==> config.mk <==
export PLATFORM = sky130hd
export DESIGN_NAME = mul_share_arbiter_flat
export DESIGN_NICKNAME = d
export VERILOG_FILES = /design/src/rtl/hls_pkg.sv /design/src/rtl/mul_share_arbiter_if.sv /design/src/rtl/mul_pipe.sv /design/src/rtl/mul_share_arbiter.sv /design/src/flat_wrapper.sv
export SDC_FILE = /design/constraint.sdc
export NUM_CORES = 1
export LEC_CHECK = 0
export BUFFER_PORTS_ARGS = -buffer_cell sky130_fd_sc_hd__buf_2
export CORE_MARGIN = 1
export CORE_UTILIZATION = 52
export CTS_BUF_LIST = sky130_fd_sc_hd__clkbuf_16
export DETAILED_ROUTE_END_ITERATION = 16
export GPL_TIMING_DRIVEN = 0
export PLACE_DENSITY = 0.76
export SYNTH_ARGS = -nofsm -noshare
export SYNTH_HDL_FRONTEND = slang
export SYNTH_SLANG_ARGS = --single-unit
==> constraint.sdc <==
create_clock -name Clk -period 7.3 [get_ports Clk]
set_clock_uncertainty 0.2 [all_clocks]
set_input_delay 0 -clock Clk [delete_from_list [all_inputs] [get_ports Clk]]
set_output_delay 0 -clock Clk [all_outputs]
set_load 0.02 [all_outputs]
==> src/rtl/hls_pkg.sv <==
// Shared constants and types for the scheduled-datapath blocks that borrow
// the common multiplier.
package hls_pkg;

  localparam int DEFAULT_N_REQ   = 4;
  localparam int DEFAULT_WIDTH   = 16;
  localparam int DEFAULT_MUL_LAT = 2;
  localparam int MAX_REQ         = 8;

  // Requester index wide enough for the largest supported arbiter
  typedef logic [$clog2(MAX_REQ)-1:0] req_idx_t;

  // Tag/pointer width for n_req requesters; never narrower than one bit
  function automatic int tag_width(input int n_req);
    return (n_req <= 2) ? 1 : $clog2(n_req);
  endfunction

endpackage

==> src/rtl/mul_share_arbiter_if.sv <==
// Request/grant/response bundle between the HLSM controllers (master side)
// and the shared-multiplier arbiter (slave side).
interface mul_share_arbiter_if
  import hls_pkg::*;
#(
  parameter int N_REQ = DEFAULT_N_REQ,
  parameter int WIDTH = DEFAULT_WIDTH
);

  logic [N_REQ-1:0]       req;
  logic [N_REQ*WIDTH-1:0] op_a;
  logic [N_REQ*WIDTH-1:0] op_b;
  logic [N_REQ-1:0]       gnt;
  logic [N_REQ-1:0]       rsp_valid;
  logic [WIDTH-1:0]       rsp_data;
  logic                   busy;

  modport master (
    output req, op_a, op_b,
    input  gnt, rsp_valid, rsp_data, busy
  );

  modport slave (
    input  req, op_a, op_b,
    output gnt, rsp_valid, rsp_data, busy
  );

endinterface

==> src/rtl/mul_pipe.sv <==
// Signed WIDTH x WIDTH multiplier with MUL_LAT register stages; each stage
// carries a valid bit and the requester tag, and the product is truncated.
module mul_pipe
  import hls_pkg::*;
#(
  parameter int WIDTH   = DEFAULT_WIDTH,
  parameter int MUL_LAT = DEFAULT_MUL_LAT,
  parameter int TAG_W   = 2
) (
  input  logic                    clk,
  input  logic                    rst_n,
  input  logic                    in_valid_i,
  input  logic signed [WIDTH-1:0] in_a_i,
  input  logic signed [WIDTH-1:0] in_b_i,
  input  logic [TAG_W-1:0]        in_tag_i,
  output logic                    out_valid_o,
  output logic [TAG_W-1:0]        out_tag_o,
  output logic [WIDTH-1:0]        out_data_o,
  output logic                    busy_o
);

  logic signed [2*WIDTH-1:0] full_prod;
  logic [WIDTH-1:0]          prod_trunc;

  logic [MUL_LAT-1:0] vld_q;
  logic [WIDTH-1:0]   dat_q [MUL_LAT];
  logic [TAG_W-1:0]   tag_q [MUL_LAT];

  // Operands sign-extend to 2*WIDTH before multiplying; only the low half is kept
  assign full_prod  = in_a_i * in_b_i;
  assign prod_trunc = full_prod[WIDTH-1:0];

  always_ff @(posedge clk or negedge rst_n) begin
    if (!rst_n) begin
      vld_q <= '0;
      // NOTE: stage data is reset too, not just the valids: the last stage
      // drives rsp_data directly and must read 0 from reset onward.
      for (int s = 0; s < MUL_LAT; s++) begin
        dat_q[s] <= '0;
        tag_q[s] <= '0;
      end
    end else begin
      vld_q[0] <= in_valid_i;
      if (in_valid_i) begin
        dat_q[0] <= prod_trunc;
        tag_q[0] <= in_tag_i;
      end
      // Payload only moves with a valid, so the last stage holds its product
      for (int s = 1; s < MUL_LAT; s++) begin
        vld_q[s] <= vld_q[s-1];
        if (vld_q[s-1]) begin
          dat_q[s] <= dat_q[s-1];
          tag_q[s] <= tag_q[s-1];
        end
      end
    end
  end

  assign out_valid_o = vld_q[MUL_LAT-1];
  assign out_tag_o   = tag_q[MUL_LAT-1];
  assign out_data_o  = dat_q[MUL_LAT-1];
  assign busy_o      = |vld_q;

endmodule

==> src/rtl/mul_share_arbiter.sv <==
// Round-robin arbiter sharing one pipelined signed multiplier among N_REQ
// requesters; the product returns to the granted requester MUL_LAT cycles later.
module mul_share_arbiter
  import hls_pkg::*;
#(
  parameter int N_REQ   = DEFAULT_N_REQ,
  parameter int WIDTH   = DEFAULT_WIDTH,
  parameter int MUL_LAT = DEFAULT_MUL_LAT
) (
  input  logic                Clk,
  input  logic                Rst,
  mul_share_arbiter_if.slave  bus
);

  localparam int TAG_W = tag_width(N_REQ);

  logic [TAG_W-1:0] ptr_q, ptr_d;
  logic [TAG_W:0]   search_sum;
  logic [TAG_W-1:0] search_idx;
  req_idx_t         win;
  logic             found;
  logic             launch;
  logic [N_REQ-1:0] gnt_onehot;

  logic             pipe_vld;
  logic [TAG_W-1:0] pipe_tag;
  logic [WIDTH-1:0] pipe_data;
  logic             pipe_busy;
  logic [N_REQ-1:0] rsp_onehot;

  // First asserted request at or after ptr, wrapping modulo N_REQ
  always_comb begin
    // NOTE: every variable gets a default before the loop so no path leaves
    // it unassigned; otherwise synthesis infers a latch.
    found      = 1'b0;
    win        = '0;
    search_sum = '0;
    search_idx = '0;
    for (int k = 0; k < N_REQ; k++) begin
      search_sum = {1'b0, ptr_q} + (TAG_W+1)'(k);
      if (search_sum >= (TAG_W+1)'(N_REQ)) begin
        search_sum = search_sum - (TAG_W+1)'(N_REQ);
      end
      search_idx = search_sum[TAG_W-1:0];
      if (!found && bus.req[search_idx]) begin
        found = 1'b1;
        win   = req_idx_t'(search_idx);
      end
    end
  end

  // Grant is suppressed while reset is held, so nothing launches then
  assign launch = found & Rst;

  always_comb begin
    gnt_onehot = '0;
    ptr_d      = ptr_q;
    if (launch) begin
      gnt_onehot[win] = 1'b1;
      ptr_d = (win == req_idx_t'(N_REQ-1)) ? '0 : TAG_W'(win + 1'b1);
    end
  end

  always_ff @(posedge Clk or negedge Rst) begin
    if (!Rst) begin
      ptr_q <= '0;
    end else begin
      // NOTE: state registers use non-blocking assignment so every flop
      // samples the pre-edge value regardless of process ordering.
      ptr_q <= ptr_d;
    end
  end

  mul_pipe #(
    .WIDTH   (WIDTH),
    .MUL_LAT (MUL_LAT),
    .TAG_W   (TAG_W)
  ) u_mul_pipe (
    .clk         (Clk),
    .rst_n       (Rst),
    .in_valid_i  (launch),
    .in_a_i      (bus.op_a[win*WIDTH +: WIDTH]),
    .in_b_i      (bus.op_b[win*WIDTH +: WIDTH]),
    .in_tag_i    (win[TAG_W-1:0]),
    .out_valid_o (pipe_vld),
    .out_tag_o   (pipe_tag),
    .out_data_o  (pipe_data),
    .busy_o      (pipe_busy)
  );

  // Response decode straight from the last pipeline stage's flops
  always_comb begin
    rsp_onehot = '0;
    if (pipe_vld) begin
      rsp_onehot[pipe_tag] = 1'b1;
    end
  end

  assign bus.gnt       = gnt_onehot;
  assign bus.rsp_valid = rsp_onehot;
  assign bus.rsp_data  = pipe_data;
  assign bus.busy      = pipe_busy;

endmodule

==> src/flat_wrapper.sv <==
// flat-port wrapper written by rule: the top's interface ports become plain ports
module mul_share_arbiter_flat import hls_pkg::*;
#(
  parameter int N_REQ   = DEFAULT_N_REQ,
  parameter int WIDTH   = DEFAULT_WIDTH,
  parameter int MUL_LAT = DEFAULT_MUL_LAT
)
  (Clk, Rst, bus_req, bus_op_a, bus_op_b, bus_gnt, bus_rsp_valid, bus_rsp_data, bus_busy);
  mul_share_arbiter_if #(.N_REQ(N_REQ), .WIDTH(WIDTH)) bus_i ();
  input  logic Clk;
  input  logic Rst;
  input wire logic [$bits(bus_i.req)-1:0] bus_req;
  input wire logic [$bits(bus_i.op_a)-1:0] bus_op_a;
  input wire logic [$bits(bus_i.op_b)-1:0] bus_op_b;
  output wire logic [$bits(bus_i.gnt)-1:0] bus_gnt;
  output wire logic [$bits(bus_i.rsp_valid)-1:0] bus_rsp_valid;
  output wire logic [$bits(bus_i.rsp_data)-1:0] bus_rsp_data;
  output wire logic [$bits(bus_i.busy)-1:0] bus_busy;
  assign bus_i.req = bus_req;
  assign bus_i.op_a = bus_op_a;
  assign bus_i.op_b = bus_op_b;
  assign bus_gnt = bus_i.gnt;
  assign bus_rsp_valid = bus_i.rsp_valid;
  assign bus_rsp_data = bus_i.rsp_data;
  assign bus_busy = bus_i.busy;
  mul_share_arbiter #(.N_REQ(N_REQ), .WIDTH(WIDTH), .MUL_LAT(MUL_LAT)) u_core (.Clk(Clk), .Rst(Rst), .bus(bus_i));
endmodule
==> metrics.md, run 1 <==
| Metric | Value |
|---|---|
| Gr usage total | slightly above 30% |
| Wirelength, routed | roughly 22000 um |
| Worst-path maximum fanout | 6 |
| Core area | between 0.01 and 0.015 sq mm |
| Flops & latches, synth | 40 |
| CTS Buffer Depth | 2 |
| Distinct cell type count after synthesis | 58 |
| R2R cell count | 26 |
| Min Clock Period, post-route | just over 7 ns |
| # IOs | about 160 |
| Synth Instances | about 840 |
| Design area | about 0.0093 sq mm |
| Seq/Total Area, Yosys | between 10 and 15% |
| RSZ-0062 raised after global routing | true |
| # setup viols final | 0 |
| HP Class | primary input to register |
| GPL Wtd Cong | just under 1 |
| Syn nets | 1121 |
| Number of flops mapped to enable cells by yosys | 0 |
| WP data required | between 7 and 8 ns |
| Post-synth ARST share | between 90% and 100% |
| Initial Util | 54.2% |
| CTS tree | built |
| Vias in the first global route | between 6000 and 7000 |
| Cells on Worst Hold Path | 4 |
| Vias per inst | approximately 5.6 |
| Die W | roughly 120 um |
| DP Worst Slack | -1.18 ns |
| # port buffers | roughly 160 |
| H-tree levels | 2 |
| Clock Latency Late Sink | between 0.2 and 0.3 ns |
| GRT overflow | 0 |
| NumNets Final | between 1000 and 1500 |
| Period utilization | about 100% |
| Synthesized area | 0.00729 sq mm |
| Final Max Slew Viols | 0 |
| Outcome | completed |
| Clk slew on worst S/H paths | 0.06 ns |
| Main synth FF type | dfrtp_1 |
| Cell Rows | 42 |
| Hold Fails Final Rpt | 0 |
| Slew HR | 31.5% |
| CTS sink cnt | 40 |
| Initial antenna violation count | 0 |
| Fmax | 0.138 GHz |
| Iteration-0 DRC Markers | 465 |
| Placed instance area | 0.00830 sq mm |
| CTS buffer count | 5 |
| Synth warnings | 0 |
| Crit path arrival time | between 7 and 8 ns |
| Root buffer cell | clkbuf_16 |
| Endpoint class of the critical path | register |
| First-pass GRT wire length | 34300 um |
| Largest net degree at the start of global routing | 43 |
| Mean Syn Cell Area | roughly 8.6 sq um |
| DR WL/cell | between 15 and 20 um |
| Die height | roughly 120 um |
| Drt drc | 0 |
| Critical setup path kind | register to register |
| Diode count | 0 |
| Die Area | 0.0145 sq mm |
| Setup slack after layout | 0.0368 ns |
| Max Cap Violations | 0 |
| P&R area growth vs syn | 27.9% |
| Worst slew pin tran | 1.02 ns |
| Pre-Repair DR Iteration Count | 6 |
| Layout cells sized above 1 | about 36% |
| Via count | 6883 |
| Startpoint Class | register |
| DP Wirelength | approximately 17000 um |
| Routed Antenna Nets | 0 |
-- cell families after synthesis --
| logic type | count (synthesis) | synth area share (%) |
|---|---|---|
| xor gates and xnor gates | 34 | 5.22 |
| and+or+nand+nor | 287 | 19.8 |
| adders and majority gates | 144 | 32.9 |
| buffers and inverters | 195 | 11.8 |
| DFF | 40 | 13.7 |
| AOI/OAI and AO/OA | 116 | 12.6 |
| muxes | 27 | 4.04 |
-- worst paths after layout --
path | endpoint | from | slack (ns)
setup reg to reg | u_core.u_mul_pipe.dat_q[31] | u_core.ptr_q[0] | 0.04
max in group asynchronous | u_core.u_mul_pipe.dat_q[26] | Rst | 6.15
min in group asynchronous | u_core.u_mul_pipe.out_data_o[2] | Rst | 0.19
setup / recovery | u_core.u_mul_pipe.dat_q[31] | u_core.ptr_q[0] | 0.04
hold / removal | u_core.ptr_q[0] | bus_req[3] | 0.03
hold reg to reg | u_core.u_mul_pipe.vld_q[1] | u_core.u_mul_pipe.vld_q[0] | 0.17
-- metal layers --
layer  global-route usage [%]  up-vias  share of wire [%]
met5                        0        -                  0
li1                         -     3144                  -
met3                     5.85       67                8.5
met2                     50.2      374                 48
met4                     13.2        0                4.8
met1                     39.2     3298                 39
-- synthesized netlist by cell type (5+ instances only) --
| cell type | instances | area share, % |
|---|---|---|
| or2_2 | 37 | 3.2 |
| fa_1 | 79 | 22 |
| buf_6 | 6 | 0.93 |
| xnor2_1 | 22 | 2.6 |
| clkbuf_1 | 24 | 1.2 |
| mux2i_1 | 8 | 1.1 |
| a211oi_1 | 18 | 1.9 |
| dfrtp_1 | 40 | 14 |
| a21oi_1 | 18 | 1.2 |
| a21boi_0 | 8 | 0.82 |
| o21bai_1 | 5 | 0.52 |
| inv_1 | 133 | 6.9 |
| a31o_2 | 10 | 1.2 |
| mux2_2 | 19 | 2.9 |
| nor3b_1 | 9 | 0.93 |
| nand2b_1 | 20 | 1.7 |
| ha_1 | 65 | 11 |
| xnor3_1 | 6 | 1.9 |
| o21ai_0 | 15 | 1.0 |
| nor2_1 | 68 | 3.5 |
| and3_1 | 34 | 2.9 |
| a221o_1 | 8 | 1.1 |
| nand2_1 | 83 | 4.3 |
| xor2_1 | 6 | 0.72 |
| and2_1 | 5 | 0.43 |
| or3_1 | 5 | 0.43 |
| buf_2 | 12 | 0.82 |
| nor4_1 | 8 | 0.69 |
| buf_4 | 17 | 1.8 |
-- layout by cell type, fill, tap and decap left out, types with 5 or more instances in the layout --
cell type and instances:
buf_2 163, inv_1 131, nand2_1 83, fa_1 73
nor2_1 67, ha_1 62, buf_4 53, dfrtp_1 40
or2_2 36, and3_1 34, xnor2_1 21, nand2b_1 19
mux2_2 18, a211oi_1 15, a21oi_1 14, o21ai_0 12
buf_12 9, nor3b_1 9, buf_6 8, clkbuf_1 8
nor4_1 8, a221o_1 8, a21boi_0 7, o32ai_4 6
xnor3_1 6, xor2_1 6, fa_2 6, clkbuf_16 6
clkbuf_2 5, a31o_2 5, a31o_4 5, mux2i_1 5
and2_1 5
-- cell type report --
type,instances,area [sq um]
plain buffers,59,522
clock buffers,5,125
clock inverters,2,12.5
fillers,1090,4140
inverters,134,510
multi-input cells,608,5770
flip-flops and latches,40,1000
well taps,176,220
repair buffers,198,1160
-- per-stage QoR --
stage          instances  hold WS [ns]  setup TNS, ns  utilization (%)
4_1_cts             1204        0.0265              0             66.4
6_report            1222        0.0281              0             69.3
3_5_place_dp        1177       -0.0350          -3.14             61.7
5_1_grt             1222        0.0513         -0.181             69.3
2_1_floorplan        843        -0.496              0                -
3_3_place_gp        1177       -0.0361          -3.25             61.7
-- flip-flops by register name (all words and copies together), names as in the netlist --
| signal | count |
|---|---|
| u_core.u_mul_pipe.tag_q | 2 |
| u_core.u_mul_pipe.out_tag_o | 2 |
| u_core.u_mul_pipe.out_data_o | 16 |
| u_core.ptr_q | 2 |
| u_core.u_mul_pipe.vld_q | 2 |
| u_core.u_mul_pipe.dat_q | 16 |
-- worst max-delay path, cell delays in order, from the launching register on --
cell     delay [ns]
dfrtp_1        0.43
nor2b_2        0.07
or4b_4         0.60
nand2_4        0.11
buf_6          0.11
buf_8          0.11
buf_12         0.12
buf_12         0.12
nand2_1        0.08
a31o_4         0.28
or3_4          0.39
fa_2           0.37
fa_1           0.58
inv_2          0.05
fa_1           0.49
fa_1           0.56
inv_1          0.05
fa_1           0.47
fa_2           0.41
xnor2_2        0.21
xnor2_1        0.16
xnor2_1        0.16
xnor2_1        0.10
xnor2_1        0.24
xnor2_1        0.17
xnor3_1        0.38
o21ai_1        0.14
-- timing repair --
action                                 CTS  global route
setup endpoints to repair                5             2
hold buffers                             1             0
buffers inserted                        20            18
endpoints found under the hold margin   40             0
gates resized for setup                 80            53
gates cloned                             0             1
pin swaps                               16            35
Power of run 1 is left out: the tool's default activity adds up to more than one toggle a clock period on the data nets, which glitch-free logic cannot reach.
==> run 2: changes to the inputs <==
ABC_AREA = 1   (was not set)
CORE_UTILIZATION = 58   (was 52)
PLACE_DENSITY = 0.8   (was 0.76)
clock period = 8.2 ns   (was 7.3 ns; I/O delays follow)
==> metrics.md, run 2 <==
| Metric | Value |
|---|---|
| Clock Latency Late Sink | 0.28 ns (about the same) |
| Drt drc | 0 (unchanged) |
| Wirelength, routed | 22000 um (was 21700 um) |
| DP Wirelength | 18200 um (was 16800 um) |
| GRT busiest layer | met2 (unchanged) |
| Final Max Slew Viols | 0 (unchanged) |
| RSZ-0062 raised after global routing | false (was true) |
| Largest net degree at the start of global routing | 42 (was 43) |
| Routed Antenna Nets | 0 (unchanged) |
| Worst slew pin tran | 0.900 ns (was 1.02 ns) |
| Flops & latches, synth | 40 (unchanged) |
| Top cells by area, synth | fa_1 21%, nand2_1 16%, dfrtp_1 13%, inv_1 13%, ha_1 11% (was fa_1 22%, dfrtp_1 14%, ha_1 11%, inv_1 6.9%, nand2_1 4.3%) |
| Die W | 117 um (was 120 um) |
| WP data required | 8.17 ns (was 7.30 ns) |
| Via count | 7669 (was 6883) |
| Reg2reg start | u_core.ptr_q[0] (unchanged) |
| Die height | 117 um (was 120 um) |
| Area of the multi-input gates | 0.00536 sq mm (was 0.00577 sq mm) |
| CP max-delay cell | fa_1 (was or4b_4) |
| Core area | 0.0128 sq mm (was 0.0135 sq mm) |
| Slew HR | 40.0% (was 31.5%) |
| HP Class | primary input to asynchronous set/reset pin (was primary input to register) |
| NumNets Final | 1576 (was 1324) |
| Seq/Total Area, Yosys | 13.0% (was 13.7%) |
| Fin Setup TNS | 0 ns (unchanged) |
| CTS Buffer Depth | 2 (unchanged) |
| Count leader, synth | nand2_1 (was inv_1) |
| Share of the synthesized area in the top cell type | 20.6% (was 21.7%) |
| Initial antenna violation count | 2 (was 0) |
| Worst-path maximum fanout | 11 (was 6) |
| Fillers | 1145 (was 1090) |
| Setup slack after layout | 0.495 ns (was 0.0368 ns) |
| GPL Wtd Cong | 0.965 (was 0.988) |
| # IOs | 159 (unchanged) |
| FF-to-FF End | u_core.u_mul_pipe.dat_q[31] (unchanged) |
| GRT overflow | 0 (unchanged) |
| Most common cell type on the critical path | nand2_1 (was xnor2_1) |
| Synth warnings | 0 (unchanged) |
| Outcome | completed (unchanged) |
| Cell Rows | 41 (was 42) |
| Min Clock Period, post-route | 7.70 ns (was 7.26 ns) |
| CP max stage delay | 0.55 ns (was 0.60 ns) |
| Clk slew on worst S/H paths | 0.06 ns (about the same) |
| DR WL/cell | 14.9 um (was 17.8 um) |
| Post-synth ARST share | 100% (unchanged) |
| Startpoint Class | register (unchanged) |
| Number of flops mapped to enable cells by yosys | 0 (unchanged) |
| # port buffers | 158 (unchanged) |
| Commonest non-fill, non-tap cell in the layout | nand2_1 (was buf_2) |
| Iteration-0 DRC Markers | 503 (was 465) |
| Vias in the first global route | 7251 (was 6851) |
| Top cell type by total area after synthesis | fa_1 (unchanged) |
| Synthesized area | 0.00768 sq mm (was 0.00729 sq mm) |
| CTS buffer count | 5 (unchanged) |
| Gr usage total | 33.4% (was 30.5%) |
| Period utilization | 94.0% (was 99.5%) |
| Pre-Repair DR Iteration Count | 5 (was 6) |
| Syn nets | 1410 (was 1121) |
| P&R area growth vs syn | 15.9% (was 27.9%) |
| DP Worst Slack | 0.274 ns (was -1.18 ns) |
| Reg2Reg Setup Slack | 0.50 ns (was 0.04 ns) |
| H-tree levels | 2 (unchanged) |
| Crit path arrival time | 7.68 ns (was 7.27 ns) |
| Diode count | 0 (unchanged) |
| Worst hold margin | 0.192 ns (was 0.0281 ns) |
| Die Area | 0.0137 sq mm (was 0.0145 sq mm) |
| R2R cell count | 41 (was 26) |
| # setup viols final | 0 (unchanged) |
| CTS sink cnt | 40 (unchanged) |
| Root buffer cell | clkbuf_16 (unchanged) |
| Main synth FF type | dfrtp_1 (unchanged) |
| Synth Instances | 1132 (was 843) |
| GRT met2 Usage | 58.2% (was 50.2%) |
| Vias per inst | 5.21 (was 5.63) |
| Met3 usage | 6.64% (was 5.85%) |
| Endpoint class of the critical path | register (unchanged) |
| First-pass GRT wire length | 34600 um (was 34300 um) |
| Fmax | 0.130 GHz (was 0.138 GHz) |
| Register area | 0.00100 sq mm (unchanged) |
| Mean Syn Cell Area | 6.79 sq um (was 8.64 sq um) |
| Commonest cells after routing, fill and taps aside | 332 x nand2_1, 255 x inv_1, 169 x buf_2, 79 x nor2_1, 79 x fa_1 (was 163 x buf_2, 131 x inv_1, 83 x nand2_1, 73 x fa_1, 67 x nor2_1) |
| Max Cap Violations | 0 (unchanged) |
| Met1 Track Usage GR | 40.6% (was 39.2%) |
| Placed instance area | 0.00869 sq mm (was 0.00830 sq mm) |
| Hold Fails Final Rpt | 0 (unchanged) |
| Critical setup path kind | register to register (unchanged) |
| Design area | 0.00890 sq mm (was 0.00932 sq mm) |
| Layout cells sized above 1 | 19.9% (was 35.9%) |
| CTS tree | built (unchanged) |
| Post-synth top cells | 336 x nand2_1, 259 x inv_1, 79 x fa_1, 79 x nor2_1, 71 x nand3_1 (was 133 x inv_1, 83 x nand2_1, 79 x fa_1, 68 x nor2_1, 65 x ha_1) |
| Initial Util | 60.1% (was 54.2%) |
| Distinct cell type count after synthesis | 39 (was 58) |
-- run 2: changes by cell type after synthesis, sizes merged, moves of 12 or more --
cell    delta
nand4     +27
nand3     +72
a211oi    -18
inv      +132
o211ai    +12
or2       -29
nand2b    -20
xnor2     -17
clkbuf    -16
and3      -35
nand2    +259
-- run 2: how the worst max path moves through the flow --
stage                                        to            start
floorplan           u_core.u_mul_pipe.dat_q[31]  u_core.ptr_q[0]
global placement    u_core.u_mul_pipe.dat_q[31]  u_core.ptr_q[0]
detailed placement  u_core.u_mul_pipe.dat_q[31]  u_core.ptr_q[0]
CTS                 u_core.u_mul_pipe.dat_q[31]  u_core.ptr_q[0]
global route        u_core.u_mul_pipe.dat_q[31]  u_core.ptr_q[0]
finish              u_core.u_mul_pipe.dat_q[31]  u_core.ptr_q[0]
-- run 2: metrics by stage --
stage	util [%]	cells
2_1_floorplan	-	1132
3_3_place_gp	68.0	1462
6_report	69.7	1471
4_1_cts	69.4	1471
5_1_grt	69.7	1471
3_5_place_dp	68.0	1462
-- run 2: cell families after synthesis --
logic type	count (synthesis)	synth area share, %
AND/OR/NAND/NOR	542	29.8
XOR/XNOR	11	1.35
AO/OA/AOI/OAI	61	4.67
adder cells (fa/ha/maj)	144	31.2
multiplexers	16	2.35
buffers and inverters	318	17.6
flip-flops	40	13.0
-- run 2: routing by layer --
layer	up-vias	wire length [um]
met5	-	13
met4	2	888
met3	68	1920
met2	366	10500
met1	3510	8680
li1	3723	-
-- run 2: critical path, delay by kind of cell, from the launching register on --
family / cells / cell delay (ns)
fa+ha+maj: 7 / 3.37
simple gates: 19 / 1.62
buf+inv: 10 / 1.11
compound gates: 4 / 0.64
flops: 1 / 0.38
xor+xnor: 1 / 0.23
-- run 2: repair_timing --
action,in CTS,in global routing
endpoints found under the hold margin,40,0
setup endpoints to repair,0,1
gates resized for setup,0,19
setup buffers,0,0
hold buffers,1,0
-- run 2: cell type report --
cell class	instances	share of cell area, %
timing repair buffer	159	8.99
buffer	51	3.93
multi-input combinational	774	60.2
tap	172	2.42
inverter	267	11.4
clock buffer	5	1.41
sequential	40	11.2
clock inverter	3	0.422
Power of run 2 is left out for the same reason.
